===== src/rtl/lsu_pkg.sv =====
// Shared types and constants for the load/store unit: FSM states,
// funct3 encodings, byte-strobe bases and access legality helpers.
package lsu_pkg;

    typedef enum logic [1:0] {
        IDLE     = 2'd0,
        REQ      = 2'd1,
        WAIT_RSP = 2'd2,
        DONE     = 2'd3
    } lsu_state_e;

    // Load funct3 encodings
    localparam logic [2:0] LB  = 3'b000;
    localparam logic [2:0] LH  = 3'b001;
    localparam logic [2:0] LW  = 3'b010;
    localparam logic [2:0] LBU = 3'b100;
    localparam logic [2:0] LHU = 3'b101;
    localparam logic [2:0] LWU = 3'b110;

    // Store funct3 encodings
    localparam logic [2:0] SB  = 3'b000;
    localparam logic [2:0] SH  = 3'b001;
    localparam logic [2:0] SW  = 3'b010;

    // Strobe patterns for lane 0; shifted by the byte offset for sub-word stores
    localparam logic [3:0] STRB_B = 4'b0001;
    localparam logic [3:0] STRB_H = 4'b0011;
    localparam logic [3:0] STRB_W = 4'b1111;

    function automatic logic fun3_legal(input logic is_load, input logic [2:0] f3);
        if (is_load)
            return f3 inside {LB, LH, LW, LBU, LHU, LWU};
        return f3 inside {SB, SH, SW};
    endfunction

    // funct3[1:0] carries the access size for every legal encoding
    function automatic logic misaligned(input logic [2:0] f3, input logic [1:0] lo);
        case (f3[1:0])
            2'b01:   return lo[0];
            2'b10:   return lo != 2'b00;
            default: return 1'b0;
        endcase
    endfunction

endpackage


===== src/rtl/lsu_controller_if.sv =====
// Data-memory bus between the LSU (master) and the memory system (slave).
interface lsu_controller_if;

    logic        mem_req_o;
    logic        mem_we_o;
    logic [31:0] mem_addr_o;
    logic [31:0] mem_wdata_o;
    logic [3:0]  mem_wstrb_o;
    logic        mem_gnt_i;
    logic        mem_rvalid_i;
    logic [31:0] mem_rdata_i;

    modport master (
        output mem_req_o, mem_we_o, mem_addr_o, mem_wdata_o, mem_wstrb_o,
        input  mem_gnt_i, mem_rvalid_i, mem_rdata_i
    );

    modport slave (
        input  mem_req_o, mem_we_o, mem_addr_o, mem_wdata_o, mem_wstrb_o,
        output mem_gnt_i, mem_rvalid_i, mem_rdata_i
    );

endinterface


===== src/rtl/lsu_align.sv =====
// Purely combinational data alignment: store strobe/data replication and
// load lane selection with sign or zero extension.
import lsu_pkg::*;

module lsu_align (
    input  logic [2:0]  i_fun3,
    input  logic [1:0]  i_off,
    input  logic [31:0] i_wdata,
    input  logic [31:0] i_rdata,
    output logic [3:0]  o_wstrb,
    output logic [31:0] o_wdata,
    output logic [31:0] o_rdata
);

    logic [31:0] w_shift;

    // Store side: replicate the source across the word so any lane can pick it up
    always_comb begin
        o_wstrb = STRB_W;
        o_wdata = i_wdata;
        case (i_fun3[1:0])
            2'b00: begin
                o_wstrb = STRB_B << i_off;
                o_wdata = {4{i_wdata[7:0]}};
            end
            2'b01: begin
                o_wstrb = STRB_H << i_off;
                o_wdata = {2{i_wdata[15:0]}};
            end
            default: ;
        endcase
    end

    // Load side: bring the addressed lane down to bit 0, then extend
    always_comb begin
        w_shift = i_rdata >> {i_off, 3'b000};
        case (i_fun3)
            LB:      o_rdata = {{24{w_shift[7]}},  w_shift[7:0]};
            LH:      o_rdata = {{16{w_shift[15]}}, w_shift[15:0]};
            LBU:     o_rdata = {24'h0, w_shift[7:0]};
            LHU:     o_rdata = {16'h0, w_shift[15:0]};
            default: o_rdata = i_rdata;
        endcase
    end

endmodule


===== src/rtl/lsu_controller.sv =====
// Load/store unit controller: validates an execute-stage memory access,
// runs a single request/response on the data bus while stalling the pipe,
// and aborts with an error if the bus does not answer in time.
import lsu_pkg::*;

module lsu_controller #(
    parameter int TIMEOUT_CYCLES = 256
) (
    input  logic        clk,
    input  logic        rst_n,
    input  logic        load_i,
    input  logic        store_i,
    input  logic [2:0]  fun3_i,
    input  logic [31:0] addr_i,
    input  logic [31:0] wdata_i,
    output logic        stall_o,
    output logic [31:0] load_data_o,
    output logic        load_valid_o,
    output logic        err_o,
    lsu_controller_if.master mem
);

    localparam int CNT_W = $clog2(TIMEOUT_CYCLES + 1);
    localparam logic [CNT_W-1:0] CNT_LAST = CNT_W'(TIMEOUT_CYCLES - 1);

    lsu_state_e       r_state;
    lsu_state_e       w_next;
    logic [31:0]      r_addr;
    logic [31:0]      r_wdata;
    logic [2:0]       r_fun3;
    logic             r_we;
    logic [CNT_W-1:0] r_cnt;
    logic             r_err;
    logic [31:0]      r_load_data;

    logic             w_access;
    logic             w_legal;
    logic             w_start;
    logic             w_capture;
    logic             w_err_set;
    logic             w_req;
    logic             w_stall;
    logic             w_timeout;
    logic [3:0]       w_wstrb;
    logic [31:0]      w_wdata_rep;
    logic [31:0]      w_ld_val;

    assign w_access  = load_i | store_i;
    assign w_legal   = (load_i ^ store_i) && fun3_legal(load_i, fun3_i)
                       && !misaligned(fun3_i, addr_i[1:0]);
    assign w_timeout = (r_cnt == CNT_LAST);

    // Alignment works from latched values so bus outputs stay stable while waiting for grant
    lsu_align u_align (
        .i_fun3  (r_fun3),
        .i_off   (r_addr[1:0]),
        .i_wdata (r_wdata),
        .i_rdata (mem.mem_rdata_i),
        .o_wstrb (w_wstrb),
        .o_wdata (w_wdata_rep),
        .o_rdata (w_ld_val)
    );

    // Next-state and control decode; a response beats a timeout in the same cycle
    always_comb begin
        w_next    = r_state;
        w_start   = 1'b0;
        w_capture = 1'b0;
        w_err_set = 1'b0;
        w_req     = 1'b0;
        w_stall   = 1'b0;
        case (r_state)
            IDLE: begin
                if (w_access) begin
                    if (w_legal) begin
                        w_start = 1'b1;
                        w_stall = 1'b1;
                        w_next  = REQ;
                    end else begin
                        w_err_set = 1'b1;
                    end
                end
            end
            REQ: begin
                w_req   = 1'b1;
                w_stall = 1'b1;
                if (mem.mem_gnt_i) begin
                    if (r_we) begin
                        w_next = DONE;
                    end else if (mem.mem_rvalid_i) begin
                        w_capture = 1'b1;
                        w_next    = DONE;
                    end else begin
                        w_next = WAIT_RSP;
                    end
                end else if (w_timeout) begin
                    w_err_set = 1'b1;
                    w_next    = IDLE;
                end
            end
            WAIT_RSP: begin
                w_stall = 1'b1;
                if (mem.mem_rvalid_i) begin
                    w_capture = 1'b1;
                    w_next    = DONE;
                end else if (w_timeout) begin
                    w_err_set = 1'b1;
                    w_next    = IDLE;
                end
            end
            DONE: begin
                w_next = IDLE;
            end
            default: w_next = IDLE;
        endcase
    end

    // State, latched access, timeout counter, error pulse and load result
    always_ff @(posedge clk) begin
        if (!rst_n) begin
            r_state     <= IDLE;
            r_addr      <= '0;
            r_wdata     <= '0;
            r_fun3      <= '0;
            r_we        <= 1'b0;
            r_cnt       <= '0;
            r_err       <= 1'b0;
            r_load_data <= '0;
        end else begin
            r_state <= w_next;
            r_err   <= w_err_set;
            if (w_start) begin
                r_addr  <= addr_i;
                r_wdata <= wdata_i;
                r_fun3  <= fun3_i;
                r_we    <= store_i;
                r_cnt   <= '0;
            end else if (r_state == REQ || r_state == WAIT_RSP) begin
                r_cnt <= r_cnt + 1'b1;
            end
            if (w_capture)
                r_load_data <= w_ld_val;
        end
    end

    assign stall_o         = w_stall;
    assign load_valid_o    = (r_state == DONE) && !r_we;
    assign err_o           = r_err;
    assign load_data_o     = r_load_data;

    assign mem.mem_req_o   = w_req;
    assign mem.mem_we_o    = r_we;
    assign mem.mem_addr_o  = {r_addr[31:2], 2'b00};
    assign mem.mem_wdata_o = w_wdata_rep;
    assign mem.mem_wstrb_o = r_we ? w_wstrb : 4'b0000;

endmodule


===== src/flat_wrapper.sv =====
// flat-port wrapper written by rule: the top's interface ports become plain ports
module lsu_controller_flat 
#(
    parameter int TIMEOUT_CYCLES = 256
)
  (clk, rst_n, load_i, store_i, fun3_i, addr_i, wdata_i, stall_o, load_data_o, load_valid_o, err_o, mem_mem_req_o, mem_mem_we_o, mem_mem_addr_o, mem_mem_wdata_o, mem_mem_wstrb_o, mem_mem_gnt_i, mem_mem_rvalid_i, mem_mem_rdata_i);
  lsu_controller_if mem_i ();
  input  logic clk;
  input  logic rst_n;
  input  logic load_i;
  input  logic store_i;
  input  logic [2:0] fun3_i;
  input  logic [31:0] addr_i;
  input  logic [31:0] wdata_i;
  output logic stall_o;
  output logic [31:0] load_data_o;
  output logic load_valid_o;
  output logic err_o;
  output wire logic [$bits(mem_i.mem_req_o)-1:0] mem_mem_req_o;
  output wire logic [$bits(mem_i.mem_we_o)-1:0] mem_mem_we_o;
  output wire logic [$bits(mem_i.mem_addr_o)-1:0] mem_mem_addr_o;
  output wire logic [$bits(mem_i.mem_wdata_o)-1:0] mem_mem_wdata_o;
  output wire logic [$bits(mem_i.mem_wstrb_o)-1:0] mem_mem_wstrb_o;
  input wire logic [$bits(mem_i.mem_gnt_i)-1:0] mem_mem_gnt_i;
  input wire logic [$bits(mem_i.mem_rvalid_i)-1:0] mem_mem_rvalid_i;
  input wire logic [$bits(mem_i.mem_rdata_i)-1:0] mem_mem_rdata_i;
  assign mem_mem_req_o = mem_i.mem_req_o;
  assign mem_mem_we_o = mem_i.mem_we_o;
  assign mem_mem_addr_o = mem_i.mem_addr_o;
  assign mem_mem_wdata_o = mem_i.mem_wdata_o;
  assign mem_mem_wstrb_o = mem_i.mem_wstrb_o;
  assign mem_i.mem_gnt_i = mem_mem_gnt_i;
  assign mem_i.mem_rvalid_i = mem_mem_rvalid_i;
  assign mem_i.mem_rdata_i = mem_mem_rdata_i;
  lsu_controller #(.TIMEOUT_CYCLES(TIMEOUT_CYCLES)) u_core (.clk(clk), .rst_n(rst_n), .load_i(load_i), .store_i(store_i), .fun3_i(fun3_i), .addr_i(addr_i), .wdata_i(wdata_i), .stall_o(stall_o), .load_data_o(load_data_o), .load_valid_o(load_valid_o), .err_o(err_o), .mem(mem_i));
endmodule

===== config.mk =====
export PLATFORM = sky130hd
export DESIGN_NAME = lsu_controller_flat
export DESIGN_NICKNAME = d
export VERILOG_FILES = /design/src/rtl/lsu_pkg.sv /design/src/rtl/lsu_controller_if.sv /design/src/rtl/lsu_align.sv /design/src/rtl/lsu_controller.sv /design/src/flat_wrapper.sv
export SDC_FILE = /design/constraint.sdc
export NUM_CORES = 1
export LEC_CHECK = 0
export BUFFER_PORTS_ARGS = -buffer_cell sky130_fd_sc_hd__buf_4
export CAP_MARGIN = 20
export CORE_MARGIN = 4
export CORE_UTILIZATION = 40
export CTS_CLUSTER_SIZE = 28
export DETAILED_ROUTE_END_ITERATION = 10
export GPL_TIMING_DRIVEN = 1
export PLACE_DENSITY = 0.63
export SETUP_SLACK_MARGIN = 0.2
export SYNTH_ARGS = -nofsm -noshare
export SYNTH_HDL_FRONTEND = slang
export SYNTH_HIERARCHICAL = 1
export SYNTH_SLANG_ARGS = --single-unit

===== constraint.sdc =====
create_clock -name clk -period 2.36 [get_ports clk]
set_input_delay 0.236 -clock clk [delete_from_list [all_inputs] [get_ports clk]]
set_output_delay 0.236 -clock clk [all_outputs]
set_load 0.1 [all_outputs]

==> results of run 1 <==
## cells by family after synthesis
group | after synthesis
xor+xnor | 7
buf+inv | 122
simple gates | 236
mux | 46
other cells | 1
compound gates | 244
fa+ha+maj | 11
flops | 112
## synth_stat cells, drive strengths merged, types with 2 or more instances
cell type	n
a211oi	2
a21boi	100
a21oi	5
a22oi	6
and2	5
and3	8
and3b	3
buf	71
clkbuf	34
dfxtp	112
ha	11
inv	17
mux2	25
mux2i	21
nand2	102
nand2b	13
nand3	71
nand4	5
nor2	16
nor2b	8
o211ai	2
o21ai	104
o21bai	3
o221ai	8
o22ai	4
or2	2
xnor2	3
xor2	4
## timing repair
| action | in CTS | in global routing |
|---|---|---|
| setup endpoints to repair | 2 | 10 |
| endpoints found under the hold margin | 0 | 0 |
| gates resized for setup | 5 | 9 |
| cloned | 0 | 0 |
## layer usage
layer / up-vias / share of wire, %
li1: 2952 / -
met1: 2748 / 45
met2: 169 / 45
met3: 19 / 7.9
met4: 0 / 1.6
met5: - / 0
## flip-flops by register name, indices dropped and copies added (netlist names)
name and cells:
u_core/err_o 1, u_core/r_wdata 32, u_core/r_fun3 3, u_core/r_addr 32
u_core/r_state 2, u_core/mem.mem_we_o 1, u_core/load_data_o 32, u_core/r_cnt 9
## cell usage in the layout (no fill, tap or decap), types with 9 or more instances in the layout
cell / instances
nor2_1: 14
o21ai_2: 19
nand3_1: 71
ha_1: 10
a21boi_1: 19
nand2b_1: 13
buf_4: 221
dfxtp_1: 109
o21ai_0: 85
clkbuf_16: 9
mux2i_1: 21
nand2_1: 102
inv_1: 17
a21boi_0: 81
mux2_2: 25
## path summary, 6_finish.rpt
kind                                from                endpoint  cells after the start
hold reg to reg   u_core/load_data_o[10]  u_core/load_data_o[10]                      2
setup / recovery       u_core/r_state[1]                 stall_o                      7
setup reg to reg        u_core/r_fun3[0]  u_core/load_data_o[14]                      6
hold / removal                addr_i[23]       u_core/r_addr[23]                      3
## layout make-up
class	instances	area (um2)	area share [%]
well taps	211	264	3.23
clock buffers	9	225	2.75
inverters	17	63.8	0.780
repair buffers	231	1820	22.2
multi-input cells	546	3520	43.0
clock inverters	7	47.5	0.581
flip-flops and latches	112	2250	27.5
## tightest hold or removal path: stages
cell      delay, ns
buf_4          0.11
nand3_1        0.05
a21boi_1       0.05
## report_power, final
part	total [W]	internal, W	switching [W]
combinational	0.00220	0.000677	0.00152
sequential	0.00210	0.00201	0.0000889
clock	0.00144	0.000719	0.000724
total	0.00574	0.00340	0.00233
## through the flow
| stage | std cells | utilization (%) | setup WS, ns |
|---|---|---|---|
| global route | 1133 | 53.0 | 0.138 |
| CTS | 1133 | 52.8 | 0.156 |
| floorplan | 780 | - | 0.219 |
| finish | 1133 | 53.0 | 0.252 |
| global placement | 1117 | 51.0 | 0.420 |
| detailed placement | 1117 | 51.0 | 0.354 |
==> run_results.csv, run 1 <==
group,metric,value,unit
status,status,"completed",
die,die_w,134,um
sta,slew_headroom,49.7,%
setup_path,cp-end-kind,"output pin",
clock_tree,clkLatencyLatePin,0.36,ns
power_and_ir_drop,finalPower,0.00574,W
global_route,grt_pass1_vias,5360,
yosys,synthSimpleGateAreaFrac,17.4,%
placement,placedInstanceArea,7860,um2
clock_tree,cts_hold_buf,0,
setup_path,path_cells,"inv_1, ha_1, nor2b_4, and4_4, a21oi_1, nor2_4, buf_12",
sta,fmax,474,MHz
final_layout,syn_to_final_growth,28.4,%
sta,drv_slew,0,
detailed_routing,wirelength,18200,um
die,num_rows,45,
detailed_routing,vias,5888,
yosys,syn_inst,779,
placement,gp_congestion,0.830,
global_route,busiest_layer,"met2",
clock_tree,clockRootBuffer,"clkbuf_16",
clock_tree,h-tree-depth,3,
setup_path,slowest_delay,0.34,ns
clock_tree,cts_buffer_depth,2,
power_and_ir_drop,p_leak,3.29,nW
clock_tree,tritoncts,"yes",
final_layout,nFillCells,1543,
yosys,seq_area_frac_synth,35.2,%
setup_path,cp_max_fo,4,
setup_path,startpoint_type,"flop",
setup_path,critPathBufInv,2,
yosys,synth_top_area_cell,"dfxtp_1",
placement,dpl.hpwl,12900,um
detailed_routing,wl_per_cell,16.1,um
detailed_routing,final_antenna_net_count,0,
sta,fin_crit_sh,89.3,%
sta,whs,0.139,ns
global_route,grt_util_met2,30.0,%
setup_path,worstSetupPathType,"reg2out",
hold_path,hp-class,"in2reg",
setup_path,r2r_slack,0.42,ns
global_route,grt_use_met3,6.15,%
setup_path,cpLargestDelayFamily,"simple AND/OR/NAND/NOR gates",
yosys,synth_compound_area_share,25.8,%
final_layout,stdcell_area,8180,um2
yosys,yosysUniqueCellTypes,52,
detailed_routing,firstDrtPassIters,4,
power_and_ir_drop,ir_worst_vdd,0.000431,V
sta,tns,0,ns
clock_tree,clkTransAtPathRegs,0.07,ns
flow_run,maxCapViolCount,0,
yosys,synthMuxAreaShare,7.72,%
yosys,synthXorXnorAreaFrac,0.962,%
global_route,antenna_found_initial,0,
setup_path,arrival,1.87,ns
sta,min_period,2.11,ns
clock_tree,clkSinkCount,112,
global_route,grtUsageTotal,19.7,%
die,start_util,41.3,%
yosys,synth-seq-cells,112,
global_route,grt_use_met1,26.9,%
clock_tree,cts_buffers,9,
clock_tree,cts_setup_buffers,0,
global_route,grt_overflow_total,0,
final_layout,drive_above_1_share,33.5,%
setup_path,crit_path_top_delay_cell,"dfxtp_1",
yosys,synth_area_per_cell,8.18,um2
sta,rsz0062_at_grt,"yes",
yosys,async_reset_ff_share,0,%
die,core-area,15400,um2
final_layout,insertedDiodeCount,0,
yosys,synth_ff_type,"dfxtp_1",
global_route,grt_max_degree,69,
setup_path,required,2.12,ns
sta,finalHoldViolCount,0,
die,ios,210,
global_route,grt_pass1_wl,28900,um
die,die_h,134,um
yosys,yosys_warnings,6,
sta,setup_viol_count_final,0,
yosys,yosys-top-cells-area,"dfxtp_1 (35%), a21boi_0 (9.5%), o21ai_0 (7.3%), nand2_1 (6.0%), nand3_1 (5.6%)",
detailed_routing,drc_errors,0,
power_and_ir_drop,powerDensity,701,nW/um2
detailed_routing,vias_per_cell,5.20,
sta,worst_clock_skew,0.00551,ns
yosys,syn_area,6370,um2
yosys,yosysTopAreaCellShare,35.2,%
final_layout,fin_nets,1033,
detailed_routing,drt-initial-drc-count,357,
yosys,synth_edf_count,0,
placement,portBuffers,207,
yosys,synthAdderAreaFrac,2.16,%
die,die_area,18000,um2
yosys,synth_top_family_by_area,"compound AO/OA/AOI/OAI gates",
sta,tightest_slew,0.755,ns
(Power assumes the default switching activity.)
==> inputs of run 2 (changes only) <==
==> constraint.sdc (replaced) <==
create_clock -name clk -period 2.36 [get_ports clk]
set_input_delay 0.236 -clock clk [delete_from_list [all_inputs] [get_ports clk]]
set_output_delay 0.236 -clock clk [all_outputs]
set_load 0.01 [all_outputs]
==> run 2 against run 1 <==
Net effect:
- via count grew 1.1%
- combinational power shrank 35%
- global-route usage grew 0.27 points
- non-clock buffer count is the same
- largest power group is now registers
- worst setup slack gained 0.050 ns
- clock power grew 8%
- flip-flop and latch count is the same
- core utilization shrank 0.37 points
- critical endpoint is now mem_mem_wdata_o[17]
- register-to-register slack is essentially flat
==> run_results.csv, run 2 (synthesis gave the netlist of run 1 again) <==
group,metric,value,unit
placement,dp_cells,1117,
flow_run,maxCapViolCount,0,
placement,gp_congestion,0.843,
power_and_ir_drop,combPwrFrac,27.9,%
setup_path,startpoint_type,"flop",
power_and_ir_drop,p_int,0.00349,W
power_and_ir_drop,p_leak,3.26,nW
hold_path,hp-class,"in2reg",
final_layout,insertedDiodeCount,0,
final_layout,final_common_cell,"buf_4",
global_route,grt_pass1_wl,29400,um
detailed_routing,final_antenna_net_count,0,
clock_tree,clockRootBuffer,"clkbuf_16",
die,ios,210,
final_layout,final_cell_mix,"buf_4 (227), dfxtp_1 (107), nand2_1 (102)",
clock_tree,cts_hold_buf,0,
sta,min_period,2.06,ns
clock_tree,clkLatencyLatePin,0.36,ns
detailed_routing,drt-initial-drc-count,356,
detailed_routing,vias,5955,
clock_tree,h-tree-depth,3,
clock_tree,clkTransAtPathRegs,0.07,ns
setup_path,arrival,1.82,ns
sta,tns,0,ns
sta,tightest_slew,0.785,ns
setup_path,cp-end-kind,"output pin",
global_route,grtUsageTotal,19.9,%
power_and_ir_drop,powerDensity,624,nW/um2
setup_path,crit_path_end,"mem_mem_wdata_o[17]",
sta,whs,0.134,ns
global_route,grt_max_degree,58,
status,status,"completed",
detailed_routing,drc_errors,0,
setup_path,cp_max_fo,25,
sta,rsz0062_at_grt,"no",
global_route,grt_overflow_total,0,
sta,worst_clock_skew,0.00848,ns
detailed_routing,firstDrtPassIters,5,
clock_tree,clkSinkCount,112,
sta,slew_headroom,47.6,%
final_layout,stdcell_count,1133,
setup_path,worstSetupPathType,"reg2out",
setup_path,required,2.12,ns
setup_path,ff2ff_path_depth,5,
sta,fin_crit_sh,87.2,%
power_and_ir_drop,ir_worst_vdd,0.000356,V
sta,setup_viol_count_final,0,
detailed_routing,vias_per_cell,5.26,
setup_path,r2r-start,"u_core/r_addr[0]",
final_layout,syn_to_final_growth,27.5,%
clock_tree,cts_buffer_depth,2,
die,die_area,18000,um2
clock_tree,tritoncts,"yes",
detailed_routing,wirelength,18600,um
clock_tree,cts_buffers,9,
die,die_h,134,um
sta,drv_slew,0,
final_layout,drive_above_1_share,32.6,%
sta,finalHoldViolCount,0,
die,core-area,15400,um2
setup_path,startpoint,"u_core/r_fun3[1]",
die,die_w,134,um
setup_path,r2r_slack,0.41,ns
global_route,antenna_found_initial,0,
placement,portBuffers,207,
power_and_ir_drop,swShare,31.2,%
global_route,grt_pass1_vias,5624,
placement,dpl.hpwl,13400,um
die,num_rows,45,
detailed_routing,wl_per_cell,16.4,um
power_and_ir_drop,clockPowerShare,30.6,%
power_and_ir_drop,pwr-share-seq,41.5,%
die,start_util,41.3,%
sta,fmax,486,MHz
final_layout,fin_nets,1033,
setup_path,rr_endpoint,"u_core/load_data_o[25]",
power_and_ir_drop,p_sw,0.00158,W
run 2: cell count changes in the layout (fill, tap and decap cells not counted), sizes merged:
cell	before	now
bufinv	0	1
clkbuf	9	11
clkinv	5	2
run 2: worst min-delay path by stage:
stage / startpoint / depth (start not counted) / to
after floorplan: store_i / 2 / u_core/mem.mem_we_o
after global placement: u_core/load_data_o[6] / 2 / u_core/load_data_o[6]
after detailed placement: u_core/load_data_o[10] / 2 / u_core/load_data_o[10]
after CTS: wdata_i[6] / 3 / u_core/r_wdata[6]
after global routing: addr_i[25] / 3 / u_core/r_addr[25]
final: wdata_i[6] / 3 / u_core/r_wdata[6]
run 2: what timing repair did:
action | CTS | global route
gates resized for setup | 9 | 7
setup endpoints to repair | 2 | 8
pin swaps | 0 | 1
buffers inserted | 0 | 0
run 2: power by group through the flow:
stage               logic [W]  clock network, W  registers (W)
detailed placement    0.00139                 0        0.00214
floorplan            0.000918                 0        0.00211
CTS                   0.00141           0.00159        0.00210
global route          0.00155           0.00165        0.00213
global placement      0.00140                 0        0.00214
finish                0.00142           0.00155        0.00211
run 2: cell type report:
class	instances	area, um2
Tap cell	211	264
Inverter	17	63.8
Multi-Input combinational cell	546	3490
Sequential cell	112	2250
Clock inverter	5	56.3
Timing Repair Buffer	231	1770
Fill cell	1578	7300
Clock buffer	11	233
run 2: through the flow:
stage / worst slack (ns) / util, % / total power (W) / area (um2)
2_1_floorplan: 0.561 / - / 0.00303 / 6380
3_3_place_gp: 0.345 / 50.5 / 0.00354 / 7790
3_5_place_dp: 0.317 / 50.5 / 0.00354 / 7790
4_1_cts: 0.199 / 52.5 / 0.00510 / 8100
5_1_grt: 0.207 / 52.7 / 0.00534 / 8130
6_report: 0.302 / 52.7 / 0.00507 / 8130
run 2: routing by layer:
| layer | vias up | wire [um] | global-route usage, % |
|---|---|---|---|
| met5 | - | 0 | 0 |
| met3 | 20 | 1480 | 5.66 |
| met4 | 0 | 295 | 6.84 |
| met2 | 203 | 8330 | 30.9 |
| li1 | 2952 | - | - |
| met1 | 2780 | 8490 | 26.6 |
run 2: critical path, cell delays in order (launching register included):
cell and delay (ns):
dfxtp_2 0.58, buf_4 0.37, mux2_2 0.38, buf_4 0.14
